### config.mk
export PLATFORM = sky130hd
export DESIGN_NAME = mem_port_arbiter
export DESIGN_NICKNAME = d
export VERILOG_FILES = /design/src/rtl/mem_port_arbiter.sv
export SDC_FILE = /design/constraint.sdc
export NUM_CORES = 1
export LEC_CHECK = 0
export ABC_AREA = 1
export CAP_MARGIN = 30
export CORE_AREA = 2 2 411 413
export DETAILED_ROUTE_END_ITERATION = 10
export DIE_AREA = 0 0 413 415
export GPL_TIMING_DRIVEN = 0
export SYNTH_ARGS = -nofsm -noshare
export SYNTH_HDL_FRONTEND = slang
export SYNTH_SLANG_ARGS = --single-unit
### constraint.sdc
create_clock -name clk -period 4.3 [get_ports clk]
set_clock_uncertainty 0.2 [all_clocks]
set_input_delay 0.645 -clock clk [delete_from_list [all_inputs] [get_ports clk]]
set_output_delay 0.645 -clock clk [all_outputs]
set_load 0.02 [all_outputs]
### src/rtl/mem_port_arbiter.sv
// Round-robin arbiter sharing one 128-bit memory port between NUM_REQ requesters.
// Keeps at most one transaction outstanding and flags response timeouts and spurious responses.
//
// state   | meaning
// --------+------------------------------------------------------------
// S_IDLE  | no transaction outstanding; grants the next requester
// S_ISSUE | one-cycle mem_req_valid pulse carrying the latched request
// S_WAIT  | awaiting mem_rsp_valid; watchdog counts down to timeout
module mem_port_arbiter #(
    parameter int NUM_REQ        = 3,
    parameter int TIMEOUT_CYCLES = 1024
) (
    input  logic                         clk,
    input  logic                         reset,
    input  logic [NUM_REQ-1:0]           req_valid,
    input  logic [NUM_REQ*64-1:0]        req_addr,
    input  logic [NUM_REQ*4-1:0]         req_opcode,
    input  logic [NUM_REQ*128-1:0]       req_store_data,
    output logic [NUM_REQ-1:0]           req_ack,
    output logic [NUM_REQ-1:0]           rsp_valid,
    output logic [127:0]                 rsp_load_data,
    output logic                         mem_req_valid,
    output logic [63:0]                  mem_req_addr,
    output logic [3:0]                   mem_req_opcode,
    output logic [127:0]                 mem_req_store_data,
    input  logic                         mem_rsp_valid,
    input  logic [127:0]                 mem_rsp_load_data,
    output logic                         busy,
    output logic [$clog2(NUM_REQ)-1:0]   cur_owner,
    output logic                         timeout,
    output logic                         spurious_rsp
);

    localparam int OWN_W = $clog2(NUM_REQ);
    localparam int WD_W  = $clog2(TIMEOUT_CYCLES + 1);
    localparam logic [WD_W-1:0]  WD_LOAD = WD_W'(TIMEOUT_CYCLES - 1);
    localparam logic [WD_W-1:0]  WD_ONE  = WD_W'(1);
    localparam logic [OWN_W:0]   SH_ONE  = (OWN_W + 1)'(1);
    localparam logic [OWN_W-1:0] LAST_RST = OWN_W'(NUM_REQ - 1);

    localparam logic [1:0] S_IDLE  = 2'd0;
    localparam logic [1:0] S_ISSUE = 2'd1;
    localparam logic [1:0] S_WAIT  = 2'd2;

    logic [1:0]         state_q, state_d;
    logic [OWN_W-1:0]   r_last_q, r_last_d;
    logic [OWN_W-1:0]   owner_q, owner_d;
    logic [63:0]        addr_q, addr_d;
    logic [3:0]         opc_q, opc_d;
    logic [127:0]       data_q, data_d;
    logic [NUM_REQ-1:0] rsp_valid_q, rsp_valid_d;
    logic [127:0]       rsp_data_q, rsp_data_d;
    logic [WD_W-1:0]    wdog_q, wdog_d;
    logic               timeout_q, timeout_d;
    logic               spur_q, spur_d;

    logic               gnt_found;
    logic [OWN_W-1:0]   gnt_idx;
    logic [OWN_W:0]     shamt;
    logic [NUM_REQ-1:0] req_rot;
    logic [63:0]        addr_sel;
    logic [3:0]         opc_sel;
    logic [127:0]       data_sel;
    int                 gnt_off;
    int                 gnt_sum;

    // Rotate requests so bit 0 is the index just after the last grantee, then take the lowest set bit.
    always_comb begin
        shamt     = {1'b0, r_last_q} + SH_ONE;
        req_rot   = NUM_REQ'({req_valid, req_valid} >> shamt);
        gnt_found = |req_valid;
        gnt_off   = 0;
        for (int k = NUM_REQ - 1; k >= 0; k--) begin
            if (req_rot[k]) gnt_off = k;
        end
        gnt_sum = int'(r_last_q) + 1 + gnt_off;
        if (gnt_sum >= NUM_REQ) gnt_sum = gnt_sum - NUM_REQ;
        gnt_idx = OWN_W'(gnt_sum);
    end

    always_comb begin
        addr_sel = '0;
        opc_sel  = '0;
        data_sel = '0;
        for (int i = 0; i < NUM_REQ; i++) begin
            if (gnt_idx == OWN_W'(i)) begin
                addr_sel = req_addr[64*i +: 64];
                opc_sel  = req_opcode[4*i +: 4];
                data_sel = req_store_data[128*i +: 128];
            end
        end
    end

    always_comb begin
        state_d     = state_q;
        r_last_d    = r_last_q;
        owner_d     = owner_q;
        addr_d      = addr_q;
        opc_d       = opc_q;
        data_d      = data_q;
        rsp_valid_d = '0;
        rsp_data_d  = rsp_data_q;
        wdog_d      = wdog_q;
        timeout_d   = timeout_q;
        spur_d      = spur_q;
        case (state_q)
            S_IDLE: begin
                if (mem_rsp_valid) spur_d = 1'b1;
                if (gnt_found) begin
                    state_d  = S_ISSUE;
                    r_last_d = gnt_idx;
                    owner_d  = gnt_idx;
                    addr_d   = addr_sel;
                    opc_d    = opc_sel;
                    data_d   = data_sel;
                    wdog_d   = WD_LOAD;
                end
            end
            S_ISSUE: begin
                if (mem_rsp_valid) spur_d = 1'b1;
                state_d = S_WAIT;
            end
            S_WAIT: begin
                if (mem_rsp_valid) begin
                    state_d    = S_IDLE;
                    rsp_data_d = mem_rsp_load_data;
                    for (int i = 0; i < NUM_REQ; i++) begin
                        rsp_valid_d[i] = (owner_q == OWN_W'(i));
                    end
                end else if (wdog_q == '0) begin
                    timeout_d = 1'b1;
                end else begin
                    wdog_d = wdog_q - WD_ONE;
                end
            end
            default: state_d = S_IDLE;
        endcase
    end

    always_ff @(posedge clk) begin
        if (!reset) begin
            state_q     <= S_IDLE;
            r_last_q    <= LAST_RST;
            owner_q     <= '0;
            addr_q      <= '0;
            opc_q       <= '0;
            data_q      <= '0;
            rsp_valid_q <= '0;
            rsp_data_q  <= '0;
            wdog_q      <= '0;
            timeout_q   <= 1'b0;
            spur_q      <= 1'b0;
        end else begin
            state_q     <= state_d;
            r_last_q    <= r_last_d;
            owner_q     <= owner_d;
            addr_q      <= addr_d;
            opc_q       <= opc_d;
            data_q      <= data_d;
            rsp_valid_q <= rsp_valid_d;
            rsp_data_q  <= rsp_data_d;
            wdog_q      <= wdog_d;
            timeout_q   <= timeout_d;
            spur_q      <= spur_d;
        end
    end

    // Grant is combinational; held off while reset is asserted so no ack leaks out.
    always_comb begin
        req_ack = '0;
        for (int i = 0; i < NUM_REQ; i++) begin
            req_ack[i] = reset && (state_q == S_IDLE) && gnt_found && (gnt_idx == OWN_W'(i));
        end
    end

    assign busy               = (state_q != S_IDLE) || (reset && gnt_found);
    assign mem_req_valid      = (state_q == S_ISSUE);
    assign mem_req_addr       = addr_q;
    assign mem_req_opcode     = opc_q;
    assign mem_req_store_data = data_q;
    assign rsp_valid          = rsp_valid_q;
    assign rsp_load_data      = rsp_data_q;
    assign cur_owner          = owner_q;
    assign timeout            = timeout_q;
    assign spurious_rsp       = spur_q;

endmodule

**Word level (Yosys, flattened, before mapping)**

Index checks and enable logic that the tools add are counted.

- Flip-flop bits (word level): 346
- Bits of input ports: 722

- Add/sub/neg operators: 5
- Magnitude comparators: 1
- Equality and inequality tests: 10
- Shift operators: 1
- Multiplexer cells: 20
- Bitwise logic cells: 1
- Reductions and logical operators: 22

Operators with widths:

| cell | number |
|---|---|
| two-way mux 128 bit | 3 |
| two-way mux 64 bit | 3 |
| two-way mux 32 bit | 2 |
| two-way mux 11 bit | 3 |
| adder 4 x 32 -> 32 bit | 1 |
| >= comparator 32 x 3 -> 1 bit (second input constant) | 1 |
| case mux 11 bit (2 select lines) | 1 |
| two-way mux 4 bit | 3 |
| zero test 11 bit | 1 |
| subtractor 11 x 1 -> 11 bit (second input constant) | 1 |
| two-way mux 2 bit | 4 |
| inequality test 2 bit (second input constant) | 4 |
| AND reduction 2 bit | 4 |
| adder 2 x 1 -> 3 bit (second input constant) | 2 |
| == test 2 x 1 -> 1 bit (second input constant) | 3 |
| == test 2 bit (second input constant) | 3 |
| logical AND 1 bit | 6 |
| zero test 2 bit | 3 |
| case mux 2 bit (3 select lines) | 1 |
| AND reduction 3 bit | 2 |
| >> shifter 6 x 3 -> 3 bit | 1 |
| AND reduction 4 bit | 1 |
| nonzero test 2 bit | 2 |
| OR reduction 3 bit | 1 |
| other kinds (4) | 4 |

**Depth between registers and ports, before layout**

- Depth in word-level cells: 12
- Depth in mapped cells: 23
- Gate-level depth less buffers: 21

**Least setup slack after synthesis**

Ideal clock, no wire load.

- Kind: input port to output port
- Start: input port req_valid[1]
- End: output port req_ack[2]
- Arrival time: 3.374 ns
- Data required time: 3.455 ns
- Slack: 0.081 ns
- Stages: 19
- Cell sequence: inv_1 > nand2_1 > o21ai_0 > nand2_1 > o21ai_0 > inv_1 > nor3_1 > inv_1 > fa_1 > inv_1 > ha_1 > a21oi_2 > nand2_1 > nand2_1 > nand2_1 > buf_4 > buf_2 > buf_2 > nor3_1

- Cells in the longest elaborated chain, start to end: 9
- Elaborated cells on any way between the ends: 12

Ends and longest elaborated chain:

| item | line | RTL |
|---|---|---|
| from (decl) | 15 | `input logic [NUM_REQ-1:0] req_valid,` |
| >> shifter 6 x 3 -> 3 bit | 70 | `req_rot = NUM_REQ'({req_valid, req_valid} >> shamt);` |
| two-way mux 2 bit | 74 | `if (req_rot[k]) gnt_off = k;` |
| two-way mux 32 bit (2 in a row) | 74 |  |
| adder 4 x 32 -> 32 bit | 76 | `gnt_sum = int'(r_last_q) + 1 + gnt_off;` |
| >= comparator 32 x 3 -> 1 bit or subtractor 2 x 1 -> 2 bit (tied branches) | 77 | `if (gnt_sum >= NUM_REQ) gnt_sum = gnt_sum - NUM_REQ;` |
| two-way mux 2 bit | 77 |  |
| == test 2 bit | 172 | `req_ack[i] = reset && (state_q == S_IDLE) && gnt_found && (gnt_idx == OWN_W'(i));` |
| logical AND 1 bit (*) | 172 |  |
| to (decl) | 19 | `output logic [NUM_REQ-1:0] req_ack,` |

Every way passes the cells marked *; elsewhere a longest branch is shown, timed or not.

**Worst setup path in the final report**

- Start: input port req_valid[0]
- End: output port req_ack[1]

- Cells in the longest elaborated chain, start to end: 9
- Elaborated cells on any way between the ends: 12

Ends and longest elaborated chain:

| item | line |
|---|---|
| >> shifter 6 x 3 -> 3 bit | 70 |
| two-way mux 2 bit | 74 |
| two-way mux 32 bit (2 in a row) | 74 |
| adder 4 x 32 -> 32 bit | 76 |
| >= comparator 32 x 3 -> 1 bit or subtractor 2 x 1 -> 2 bit (tied branches) | 77 |
| two-way mux 2 bit | 77 |
| == test 2 x 1 -> 1 bit | 172 |
| logical AND 1 bit (*) | 172 |

Marks and branches as above.

==> flow_metrics.tcl <==
set metrics [dict create \
    areaGrowthSynthToFinish_pct 85.3 \
    fmax_ghz 0.217 \
    start_util 0.112 \
    whs_path_depth 2 \
    synthesis.area_um2 18700 \
    synth_seq_area_share 0.370 \
    fin_crit_sh 1.07 \
    hold_viol 0 \
    synth_area_leaders "dfxtp_1, nand2_1, nand3_1, a21oi_1, inv_1" \
    arrival_ps 3760 \
    grt_use_met2 0.309 \
    start_kind "input pin" \
    syn_inst 2998 \
    clk-insertion-delay-late_ps 650 \
    cts_buffer_depth 3 \
    cts_tree "done" \
    final_nets 4865 \
    routed_wl_um 160000 \
    synth_ff_type "dfxtp_1" \
    finalInstanceArea_um2 34600 \
    busiest_layer "met2" \
    worstSetupPathType "input pin to output pin" \
    violations "negative setup slack" \
    dr.pass1.iters 8 \
    cp.required_ps 3450 \
    antenna_found_initial 51 \
    vias 25400 \
    outcome "finished with violations" \
    nFillCells 18900 \
    use_met1 0.210 \
    syn-num-nets 3726 \
    hold_ws_ps 258 \
    worstSetupEndpointType "output pin" \
    cts-root-buf "clkbuf_16" \
    max-slew-margin-rel 0.412 \
    hold_path_class "register to register" \
    grt_max_degree 18 \
    route.detailed.drc 0 \
    syn_avg_cell_area_um2 6.23 \
    drive_gt1_frac 0.0713 \
    min_period_ps 4600 \
    grt_first_pass_wirelength_um 210000 \
    die_width_um 413 \
    worst_pin_slew_ps 883 \
    setup_viol 3 \
    holdBufCountCts 0 \
    cts_made_buffers 49 \
    ys_types 29 \
    rsz0062_at_grt "yes" \
    dieArea_um2 171000 \
    async_reset_ff_frac 0 \
    clkTransAtPathRegs_ps 50 \
    gp_congestion 0.986 \
    grt_pass1_vias 24500 \
    dpl-instance-area_um2 32100 \
    worstPathMaxFanout 7 \
    gr-total-overflow 0 \
    track_usage 0.179 \
    place_hpwl_um 134000 \
    setup_slack_ps -302 \
    max_cap_violations 0 \
    coreArea_um2 167000 \
    routedWlPerCell_um 25.1 \
    synth-edff-count 0 \
    utilization 0.208 \
    htree_levels 2 \
    synth_top_cell_area_share 0.370 \
    reg2reg_depth 22 \
    pre_cts_ws_ps -1960 \
    yosysTopAreaCell "dfxtp_1" \
    avgViaCountPerCell 3.97 \
    cts_sinks 345 \
    dieHeight_um 415 \
    rows 150 \
    ys_ff_latch 345 \
    ys_warn_count 0 \
    use_met3 0.0526 \
    drtIter0Drc 1789 \
    drv_slew 0 \
    pin_count 1058 \
    io_buffers 1055 \
    ant_nets 0 \
]
==> worst max-delay path, stage by stage <==
cell             delay (ps)
clkdlybuf4s50_1         560
nand2_1                  80
o211ai_1                 80
o21a_1                  220
inv_1                    70
nor2_2                  100
ha_2                    200
inv_2                    40
fa_1                    490
inv_2                    50
ha_4                    160
a21oi_4                 190
nand2_4                 120
nand2_4                 110
nand2_8                  80
buf_12                  130
buf_12                  130
nor3_4                  120
buf_6                   160
==> path summary, 6_finish.rpt <==
| kind | to | from | slack [ps] |
|---|---|---|---|
| max | req_ack[1] | req_valid[0] | -300 |
| min | timeout | timeout | 260 |
| max reg2reg | mem_req_store_data[2] | r_last_q[0] | 80 |
| min reg2reg | timeout | timeout | 260 |
==> layout make-up <==
type,count,area [µm²],share of cell area
Clock buffer,68,1390,0.0401
Inverter,368,1390,0.0401
Clock inverter,23,287,0.00828
Tap cell,2204,2760,0.0797
Buffer,247,1390,0.0402
Multi-Input combinational cell,2034,9490,0.274
Antenna cell,12,30.0,0.000868
Timing Repair Buffer,1092,11000,0.317
Sequential cell,345,6910,0.200
==> sequential cells by signal, indices dropped and copies added, names as in the netlist <==
register            cells
cur_owner               1
rsp_valid               3
rsp_load_data         128
wdog_q                 11
mem_req_opcode          4
state_q                 2
spurious_rsp            1
timeout                 1
mem_req_store_data    128
mem_req_addr           64
r_last_q                2
==> repair_timing <==
item,4_1_cts,5_1_grt
pin swaps,15,21
setup buffers,20,7
hold endpoints to repair,0,0
setup endpoints to repair,201,94
resized for setup,125,82
gates cloned,1,0
==> per-layer routing <==
metal | vias up | wire length, µm
li1 | 11900 | -
met1 | 12100 | 64300
met2 | 1137 | 77600
met3 | 223 | 13200
met4 | 22 | 4980
met5 | - | 158
==> stage by stage <==
step / setup TNS (ps) / instances
CTS: -1460 / 6377
global route: -1340 / 6386
finish: -887 / 6393
global placement: -145210 / 6257
detailed placement: -172930 / 6266
floorplan: 0 / 2998
==> logic make-up (layout without fill, tap and decap cells) <==
logic type | count (synthesis) | after routing | share of synthesized area
flops | 345 | 345 | 0.370
fa+ha+maj | 6 | 6 | 0.00442
other cells | 0 | 12 | 0
compound gates | 555 | 555 | 0.150
xor+xnor | 1 | 1 | 0.000469
buf+inv | 619 | 1798 | 0.134
simple gates | 1472 | 1472 | 0.341
==> cell usage after synthesis (2+ instances only) <==
master      n
a21oi_1   338
a31oi_1     2
buf_1       7
buf_2     111
buf_4      12
clkbuf_1  121
clkinv_1    2
dfxtp_1   345
ha_1        5
inv_1     365
nand2_1   899
nand2_2     2
nand3_1   476
nand3b_1   58
nand4_1     2
nor2_1     23
nor3_1     10
o211ai_1    2
o21a_1      2
o21ai_0   182
o21ai_1    23
o31ai_1     3
or2_2       2
==> cells in the final DEF (no fill, tap or decap), types with 4 or more instances in the layout <==
master           instances
nand2_2                  6
clkbuf_4                 6
nand3b_1                58
nand2_4                  9
o21ai_1                 25
clkbuf_2                11
buf_4                   35
diode_2                 12
nand2_1                885
bufinv_16                4
clkbuf_16               50
clkinv_2                10
buf_2                   89
clkbuf_1               113
nor3_4                   4
nand3_1                475
clkdlybuf4s50_1       1051
dfxtp_1                344
a21oi_1                337
buf_8                   13
clkinv_4                 4
o21ai_2                  4
nor3_1                   6
buf_1                    7
clkbuf_8                10
buf_6                    7
inv_1                  362
o21ai_0                175
nor2_1                  21
buf_12                  12
Power is left out: the tool's default activity adds up to more than one toggle a clock period on the data nets, which glitch-free logic cannot reach.
